File: config.mk
export PLATFORM = sky130hd
export DESIGN_NAME = c_lkp_rob
export DESIGN_NICKNAME = d
export VERILOG_FILES = /design/src/rtl/c_module_pkg.sv /design/src/rtl/c_lkp_issue_reg.sv /design/src/rtl/c_lkp_rob.sv
export SDC_FILE = /design/constraint.sdc
export NUM_CORES = 2
export LEC_CHECK = 0
export BUFFER_PORTS_ARGS = -buffer_cell sky130_fd_sc_hd__buf_2
export CAP_MARGIN = 10
export CORE_MARGIN = 8
export CORE_UTILIZATION = 30
export CTS_BUF_LIST = sky130_fd_sc_hd__clkbuf_2
export DETAILED_ROUTE_END_ITERATION = 8
export HOLD_SLACK_MARGIN = 0.08
export SYNTH_ARGS = -nofsm -noshare
export SYNTH_HDL_FRONTEND = slang
export SYNTH_SLANG_ARGS = --single-unit
export TNS_END_PERCENT = 100
File: constraint.sdc
create_clock -name clk -period 9.4 [get_ports clk]
set_input_delay 0.94 -clock clk [delete_from_list [all_inputs] [get_ports clk]]
set_output_delay 0.94 -clock clk [all_outputs]
set_load 0.01 [all_outputs]
File: src/rtl/c_module_pkg.sv
// Shared types and constants for the C module datapath: ROB slot states and
// the fixed lookup-result fills used when no real result is available.
package c_module_pkg;

  typedef enum logic [1:0] {
    SLOT_FREE  = 2'd0,
    SLOT_WAIT  = 2'd1,
    SLOT_READY = 2'd2
  } slot_state_e;

  // Result carried by packets that never requested a lookup.
  localparam int C_RSLT_NONE = 0;

  // A timed-out lookup reports a result with every bit set to this value.
  localparam bit C_RSLT_TMO_FILL = 1'b1;

endpackage

File: src/rtl/c_lkp_issue_reg.sv
// One-entry valid/ready holding register for the lookup request to A.
// Fields stay stable while vld is high and rdy is low.
module c_lkp_issue_reg #(
  parameter int INFO_W = 32,
  parameter int ID_W   = 4
) (
  input  logic              clk,
  input  logic              rst,
  input  logic              load,
  input  logic [INFO_W-1:0] load_info,
  input  logic [ID_W-1:0]   load_id,
  output logic              free,
  output logic              vld,
  output logic [INFO_W-1:0] info,
  output logic [ID_W-1:0]   id,
  input  logic              rdy
);

  // The slot can take a new request if empty or emptying this cycle.
  assign free = !vld || rdy;

  // NOTE: state is updated with <= so every flop samples pre-edge values;
  // blocking = here would create order-dependent simulation races.
  always_ff @(posedge clk or posedge rst) begin
    if (rst) begin
      vld  <= 1'b0;
      info <= '0;
      id   <= '0;
    end else if (load) begin
      vld  <= 1'b1;
      info <= load_info;
      id   <= load_id;
    end else if (rdy) begin
      vld  <= 1'b0;
    end
  end

endmodule

File: src/rtl/c_lkp_rob.sv
// Lookup reorder buffer: issues lookups to A, absorbs out-of-order responses and
// releases packets to D in B arrival order. Optional head timeout: C_LKP_TMO_EN.
module c_lkp_rob
  import c_module_pkg::*;
#(
  parameter int REQ_ID_W    = 4,
  parameter int LKP_INFO_W  = 32,
  parameter int LKP_RSLT_W  = 16,
  parameter int ODR_ID_W    = 8,
  parameter int PAYLOAD_W   = 128,
  parameter int LKP_TIMEOUT = 1024
) (
  input  logic                  clk,
  input  logic                  rst,
  input  logic                  b2c_pkt_vld,
  input  logic                  b2c_pkt_lkp_en,
  input  logic [LKP_INFO_W-1:0] b2c_pkt_lkp_info,
  input  logic [ODR_ID_W-1:0]   b2c_pkt_odr_id,
  input  logic                  b2c_pkt_so,
  input  logic [PAYLOAD_W-1:0]  b2c_pkt_payload,
  output logic                  c2b_pkt_rdy,
  output logic                  c2a_lkp_vld,
  output logic [LKP_INFO_W-1:0] c2a_lkp_info,
  output logic [REQ_ID_W-1:0]   c2a_lkp_req_id,
  input  logic                  a2c_lkp_rdy,
  input  logic                  a2c_lkp_rsp_vld,
  input  logic [REQ_ID_W-1:0]   a2c_lkp_rsp_id,
  input  logic [LKP_RSLT_W-1:0] a2c_lkp_rslt,
  output logic                  c2d_pkt_vld,
  output logic [LKP_RSLT_W-1:0] c2d_pkt_lkp_rslt,
  output logic [ODR_ID_W-1:0]   c2d_pkt_odr_id,
  output logic                  c2d_pkt_so,
  output logic [PAYLOAD_W-1:0]  c2d_pkt_payload,
  input  logic                  d2c_pkt_rdy,
  output logic                  c_rob_err
`ifdef C_LKP_TMO_EN
  ,
  output logic                  c2d_pkt_tmo
`endif
);

  localparam int DEPTH = 2 ** REQ_ID_W;

  slot_state_e           state    [DEPTH];
  logic [LKP_RSLT_W-1:0] rslt_mem [DEPTH];
  logic [ODR_ID_W-1:0]   odr_mem  [DEPTH];
  logic                  so_mem   [DEPTH];
  logic [PAYLOAD_W-1:0]  pld_mem  [DEPTH];

  logic [REQ_ID_W-1:0] head, tail;
  logic [REQ_ID_W:0]   count;
  logic                issue_free, acc, rel, rsp_hit, tmo_fire;

  // count can never exceed DEPTH, so its MSB alone means "full".
  assign c2b_pkt_rdy = !rst && !count[REQ_ID_W] && issue_free;
  assign acc         = b2c_pkt_vld && c2b_pkt_rdy;
  assign c2d_pkt_vld = (count != '0) && (state[head] == SLOT_READY);
  assign rel         = c2d_pkt_vld && d2c_pkt_rdy;
  assign rsp_hit     = a2c_lkp_rsp_vld && (state[a2c_lkp_rsp_id] == SLOT_WAIT);

  // Gating with vld keeps data outputs at zero out of reset without clearing the arrays.
  assign c2d_pkt_lkp_rslt = c2d_pkt_vld ? rslt_mem[head] : '0;
  assign c2d_pkt_odr_id   = c2d_pkt_vld ? odr_mem[head]  : '0;
  assign c2d_pkt_so       = c2d_pkt_vld ? so_mem[head]   : 1'b0;
  assign c2d_pkt_payload  = c2d_pkt_vld ? pld_mem[head]  : '0;

  c_lkp_issue_reg #(
    .INFO_W (LKP_INFO_W),
    .ID_W   (REQ_ID_W)
  ) u_issue (
    .clk       (clk),
    .rst       (rst),
    .load      (acc && b2c_pkt_lkp_en),
    .load_info (b2c_pkt_lkp_info),
    .load_id   (tail),
    .free      (issue_free),
    .vld       (c2a_lkp_vld),
    .info      (c2a_lkp_info),
    .id        (c2a_lkp_req_id),
    .rdy       (a2c_lkp_rdy)
  );

`ifdef C_LKP_TMO_EN
  localparam int                TMO_W    = $clog2(LKP_TIMEOUT + 1);
  localparam logic [TMO_W-1:0] TMO_LAST = TMO_W'(LKP_TIMEOUT - 1);

  logic [TMO_W-1:0] tmo_cnt;
  logic             head_tmo, head_wait;

  assign head_wait   = (count != '0) && (state[head] == SLOT_WAIT);
  // A real response landing on the deadline cycle wins over the timeout.
  assign tmo_fire    = head_wait && (tmo_cnt == TMO_LAST) &&
                       !(rsp_hit && (a2c_lkp_rsp_id == head));
  assign c2d_pkt_tmo = c2d_pkt_vld && head_tmo;

  always_ff @(posedge clk or posedge rst) begin
    if (rst) begin
      tmo_cnt  <= '0;
      head_tmo <= 1'b0;
    end else begin
      tmo_cnt <= head_wait ? tmo_cnt + TMO_W'(1) : '0;
      if (tmo_fire)   head_tmo <= 1'b1;
      else if (rel)   head_tmo <= 1'b0;
    end
  end
`else
  assign tmo_fire = 1'b0;
`endif

  // Slot states, pointers and count. Accept, release, response and timeout
  // always target distinct slots, so their writes never collide.
  always_ff @(posedge clk or posedge rst) begin
    if (rst) begin
      head      <= '0;
      tail      <= '0;
      count     <= '0;
      c_rob_err <= 1'b0;
      for (int i = 0; i < DEPTH; i++) state[i] <= SLOT_FREE;
    end else begin
      if (rel) begin
        state[head] <= SLOT_FREE;
        head        <= head + REQ_ID_W'(1);
      end
      if (acc) begin
        state[tail] <= b2c_pkt_lkp_en ? SLOT_WAIT : SLOT_READY;
        tail        <= tail + REQ_ID_W'(1);
      end
      if (rsp_hit)              state[a2c_lkp_rsp_id] <= SLOT_READY;
      else if (a2c_lkp_rsp_vld) c_rob_err             <= 1'b1;
      if (tmo_fire)             state[head]           <= SLOT_READY;
      case ({acc, rel})
        2'b10:   count <= count + (REQ_ID_W+1)'(1);
        2'b01:   count <= count - (REQ_ID_W+1)'(1);
        default: ;
      endcase
    end
  end

  // NOTE: the payload arrays are plain storage with no reset; slot state is
  // the only thing that decides whether their contents are meaningful.
  always_ff @(posedge clk) begin
    if (acc) begin
      odr_mem[tail]  <= b2c_pkt_odr_id;
      so_mem[tail]   <= b2c_pkt_so;
      pld_mem[tail]  <= b2c_pkt_payload;
      rslt_mem[tail] <= LKP_RSLT_W'(C_RSLT_NONE);
    end
    if (rsp_hit)  rslt_mem[a2c_lkp_rsp_id] <= a2c_lkp_rslt;
    if (tmo_fire) rslt_mem[head]           <= {LKP_RSLT_W{C_RSLT_TMO_FILL}};
  end

endmodule

Word-level counts from Yosys, hierarchy flattened --
Memories as Yosys holds them, arrays and structs flattened. Index checks and enable logic that the tools add are counted.
Cells by class: reduce and logical (&&, ||, !) cells 18, $add $sub $neg 4, bitwise logic cells 9, multiplexer cells 28, magnitude comparators 6, eq/ne operators 4
Operator list (number):
- 128-bit 2-to-1 mux | 1
- 32-bit 2-to-1 mux | 3
- 32-bit AND | 1
- 32-bit bitwise mux | 1
- 32-bit inverter | 1
- 2-bit demux with 4-bit select | 3
- 16-bit AND | 1
- 2-bit binary-select mux with 4-bit select | 2
- 16-bit 2-to-1 mux | 1
- 2-bit 2-to-1 mux | 8
- 16-bit inverter | 1
- 16-bit OR | 1
- 5-bit greater-or-equal comparator (second input constant) | 3
- 5-bit by 1-bit less-than comparator with 1-bit output (second input constant) | 3
- 4-bit inverter with 5-bit output | 3
- 1-bit logical AND | 10
- 5-bit one-hot mux with 2 select lines | 1
- 4-bit by 1-bit adder with 4-bit output (second input constant) | 2
- 8-bit 2-to-1 mux | 1
- 1-bit 2-to-1 mux | 7
- 5-bit by 1-bit adder with 5-bit output (second input constant) | 1
- 5-bit nonzero test | 1
- 5-bit by 1-bit subtractor with 5-bit output (second input constant) | 1
- 2-bit by 1-bit equality test with 1-bit output (second input constant) | 2
- other kinds (6) | 10
Storage, ports and cells: RAM bits 2448, register bits after elaboration 83, word-level logic and storage cells 96, memories kept 4, input bits 196, output and inout port bits 193
Memories:
- pld_mem | words 16, bits a word 128, read ports 1, clocked after Yosys merged registers in 0, write ports 1, line c_lkp_rob.sv:48 | logic [PAYLOAD_W-1:0] pld_mem [DEPTH];
- rslt_mem | words 16, bits a word 16, read ports 1, clocked after Yosys merged registers in 0, write ports 2, line c_lkp_rob.sv:45 | logic [LKP_RSLT_W-1:0] rslt_mem [DEPTH];
- odr_mem | words 16, bits a word 8, read ports 1, clocked after Yosys merged registers in 0, write ports 1, line c_lkp_rob.sv:46 | logic [ODR_ID_W-1:0] odr_mem [DEPTH];
- so_mem | words 16, bits a word 1, read ports 1, clocked after Yosys merged registers in 0, write ports 1, line c_lkp_rob.sv:47 | logic so_mem [DEPTH];

Depth between registers and ports, before layout --
depth after elaboration 12, depth in mapped cells 15

Modules after synthesis --
Synthesis repeated with hierarchy kept, for this count alone.
Second synthesis, totals: cell total of the unflattened synthesis 4320, area, all modules 99415.3 µm²
Modules (own cells, without submodules):
- c_lkp_rob | cells an instance 4240, area each 97887.6 µm², times used 1, sequential area each 74661.6 µm²
- c_lkp_issue_reg | cells an instance 80, area each 1527.7 µm², times used 1, sequential area each 925.9 µm²

Worst setup path before layout --
No wires, ideal clock.
kind in2reg, start in rst, end mem rslt_mem[15][0], enable pin, slack 884 ps, cell stages on the path 4, arrival time 8175 ps, library setup time 341 ps, cell sequence nor2_1 -> nand4_1 -> nor2_1 -> or2_2
RTL lines:
- from (decl) | line c_lkp_rob.sv:14 | input logic rst,
- to (decl) | line c_lkp_rob.sv:45

Worst setup path after layout --
start reg head[0], end out c2d_pkt_payload[15]
On the way: cells in the longest elaborated chain, start to end 7, elaborated cells between the ends (all ways) 8, those cells by class eq/ne: 1; mux: 4; bitwise: 1; reduce/logical: 1; memory: 1
Ends and longest elaborated chain:
- from (decl) | line c_lkp_rob.sv:50 | logic [REQ_ID_W-1:0] head, tail;
- from (signal assigned) | line c_lkp_rob.sv:122 | head <= head + REQ_ID_W'(1);
- 4-bit inverter with 5-bit output
- 2-bit binary-select mux with 4-bit select | line c_lkp_rob.sv:57 | assign c2d_pkt_vld = (count != '0) && (state[head] == SLOT_READY);
- 2-bit 2-to-1 mux (not written as such) (2 in series) | line c_lkp_rob.sv:57
- 2-bit equality test | line c_lkp_rob.sv:57
- 1-bit logical AND | line c_lkp_rob.sv:57
- 128-bit 2-to-1 mux (*) | line c_lkp_rob.sv:65 | assign c2d_pkt_payload = c2d_pkt_vld ? pld_mem[head] : '0;
- to (decl) | line c_lkp_rob.sv:33 | output logic [PAYLOAD_W-1:0] c2d_pkt_payload,
Mark *: on every way between the ends. The rest lies on a longest branch, timed or not. The select of a mux whose other input is x is not followed.

==> run_results.csv <==
group,metric,value,unit
clock_tree,cts_resized,0,
critical_path,startpoint_type,"flip-flop",
finish,nNetsFinal,5822,
critical_path,cp_cell_sequence,"buf_12 -> buf_4 -> buf_4 -> mux4_2 -> mux4_2 -> nor2b_1 -> buf_2",
yosys,synthFlopType,"edfxtp_1",
yosys,seq_area_frac_synth,0.762,
global_routing,grt_pass1_vias,54500,
routing,wl_per_cell,25.0,um
floorplan,die-area,0.349,mm^2
yosys,synth_most_common_cell,"edfxtp_1",
routing,drt-initial-drc-count,4598,
critical_path,crit_type,"reg -> out",
yosys,yosysUniqueCellTypes,53,
timing,hold_viol,0,
global_routing,grtUsageTotal,0.145,
yosys,synth_top_area_frac,0.741,
finish,fin_util,0.354,
critical_path,cp-end-kind,"primary output",
clock_tree,cts_max_level,6,
finish,area_growth,17.7,%
floorplan,std_cell_rows,211,
critical_path,worstPathRequired,8460,ps
timing,maxSlewHeadroom,0.180,
yosys,syn-instance-count,4280,
clock_tree,cts_buffer_depth,4,
power,p_leak,38.9,nW
yosys,synth_edf_count,2448,
clock_tree,cts_root_buffer,"clkbuf_2",
power,power_density,260,mW/mm^2
floorplan,die_w,591,um
routing,antenna_left,0,
yosys,synth_area_leaders,"edfxtp_1 (74%), mux4_2 (18%), dfrtp_1 (2.1%)",
yosys,yosys.area.top_type,"edfxtp_1",
critical_path,arrival,6470,ps
timing,period_minus_slack,7410,ps
run_status,status,"completed",
timing,worst-slew-pin-transition,1230,ps
timing,fin_skew,209,ps
routing,via_count,50100,
critical_path,critPathMaxStageDelay,850,ps
timing,drv_slew,0,
floorplan,core-area,0.330,mm^2
floorplan,io_pins,389,
timing,rsz0062_at_grt,"false",
finish,drive_gt1_frac,0.386,
timing,tns,0,ps
placed_design,portBuffers,388,
clock_tree,cts.sinks,2531,
yosys,syn-num-nets,4487,
floorplan,die_h,591,um
yosys,synthTopCellsByCount,"edfxtp_1 (2448), mux4_2 (780), and2_1 (258)",
global_routing,antenna_found_initial,51,
routing,first_pass_iters,6,
timing,setup_violations,0,
routing,vias_per_cell,4.79,
global_routing,gr-total-overflow,0,
critical_path,crit_path_top_delay_cell,"dfrtp_4",
run,cap_violations,0,
routing,totalWireLength,261000,um
clock_tree,clk-insertion-delay-late,2060,ps
clock_tree,cts_tree,"done",
power,irDropWorstVdd,0.245,mV
yosys,async_flop_share,0.0328,
critical_path,cp_max_fo,94,
yosys,netlist_area,0.0992,mm^2
clock_tree,tritoncts.num_buffers,650,
floorplan,start_util,0.301,
finish,fillers,30700,
yosys,ys_warn_count,0,
global_routing,grt_pass1_wl,377000,um
timing,fmax,0.135,GHz
placed_design,gp_congestion,0.731,
global_routing,grt_max_degree,153,
clock_tree,clk_pin_slew,90,ps
timing,period_share,0.788,
yosys,ys_ff_latch,2531,
routing,drc,0,
placed_design,place_hpwl,132000,um
hold_path,hold_path.class,"reg -> reg",
yosys,synth_area_per_cell,23.2,um^2
==> metal layers <==
| layer | up-vias | global-route usage | share of wire | wire (um) |
|---|---|---|---|---|
| met1 | 26600 | 0.198 | 0.43 | 113000 |
| met5 | - | 0 | 0.00066 | 171 |
| met2 | 1867 | 0.236 | 0.48 | 125000 |
| li1 | 21100 | - | - | - |
| met3 | 495 | 0.0320 | 0.065 | 17100 |
| met4 | 28 | 0.0406 | 0.023 | 5920 |
==> where the power goes <==
part / leakage [nW] / internal, mW / switching (mW)
clock: 4.35 / 2.92 / 4.49
sequential: 23.2 / 12.9 / 0.311
combinational: 11.3 / 4.63 / 5.07
==> placed cells by master (no fill, tap or decap), types with 9 or more instances in the layout <==
cell type         n
or3_1             9
ha_1             11
inv_6            18
mux4_2          780
o211ai_1          9
bufinv_16        10
dlygate4sd3_1   443
or2_2            10
nor2_1           32
inv_1            10
clkinv_1        120
inv_8            10
a21oi_1          13
edfxtp_1       2448
clkinvlp_4       10
nor2b_1         157
o21ai_0          12
clkbuf_2        907
buf_2           388
nand2_1          22
dfrtp_1          80
and2_1          258
nand3_1          10
nor3_1           18
diode_2          21
mux2_2           39
buf_4            82
clkinv_2         23
nand2b_1         12
buf_12           12
==> through the flow <==
| stage | power, mW | hold WS (ps) | cells | setup WS (ps) | instance area, um^2 |
|---|---|---|---|---|---|
| 2_1_floorplan | 19.9 | 457 | 4280 | 884 | 99200 |
| 3_3_place_gp | 23.1 | 464 | 8884 | 3690 | 106000 |
| 3_5_place_dp | 23.2 | 470 | 8884 | 3670 | 106000 |
| 4_1_cts | 30.9 | 80.9 | 10400 | 1340 | 117000 |
| 5_1_grt | 31.9 | 208 | 10400 | 1130 | 117000 |
| 6_report | 30.3 | 512 | 10500 | 1990 | 117000 |
==> logic make-up after synthesis <==
kind of cell,synth area share
muxes,0.183
buffers and inverters,0.0123
and+or+nand+nor,0.0361
AOI/OAI and AO/OA,0.00493
xor gates and xnor gates,0.00106
DFF,0.762
adders and majority gates,0.00139
==> area by class of cell <==
class                           instances  area, um^2  area share
Sequential cell                      2531       75600       0.647
Multi-Input combinational cell       1486       22500       0.193
Timing Repair Buffer                  925        7230      0.0619
Tap cell                             4366        5460      0.0468
Clock buffer                          907        4540      0.0389
Clock inverter                        197        1240      0.0106
Inverter                               21         148     0.00126
Antenna cell                           21        52.6    0.000450
==> registers in the layout, summed over array words and instances, names as in the netlist, 4 cells and up <==
signal,cells
count,5
so_mem,16
u_issue.id,4
tail,4
rslt_mem,256
pld_mem,2048
u_issue.info,32
head,4
odr_mem,128
state,32
==> what timing repair did <==
action | 4_1_cts | 5_1_grt
setup buffers | 0 | 0
endpoints found under the hold margin | 3320 | 0
hold buffers | 445 | 0
==> final timing paths <==
check | start | to | slack [ps] | cells after the start
worst max-delay path | head[0]$_DFFE_PP0N_ | c2d_pkt_payload[15] | 1990 | 7
worst min-delay path | u_issue.id[2]$_DFFE_PP0P_ | u_issue.id[2]$_DFFE_PP0P_ | 510 | 1
worst max register to register | head[1]$_DFFE_PP0N_ | count[4]$_DFFE_PP0P_ | 4620 | 13
worst min register to register | u_issue.id[2]$_DFFE_PP0P_ | u_issue.id[2]$_DFFE_PP0P_ | 510 | 1
max in group asynchronous | rst | head[0]$_DFFE_PP0N_ | 7880 | 6
min in group asynchronous | rst | u_issue.info[12]$_DFFE_PP0P_ | 620 | 6
==> worst max-delay path, delay by kind of cell (launching register included) <==
family                 cells  cell delay, ps
muxes                      2            1120
DFF                        1             850
buffers and inverters      4            2300
and+or+nand+nor            1             170
Power figures use the tool's default switching activity.
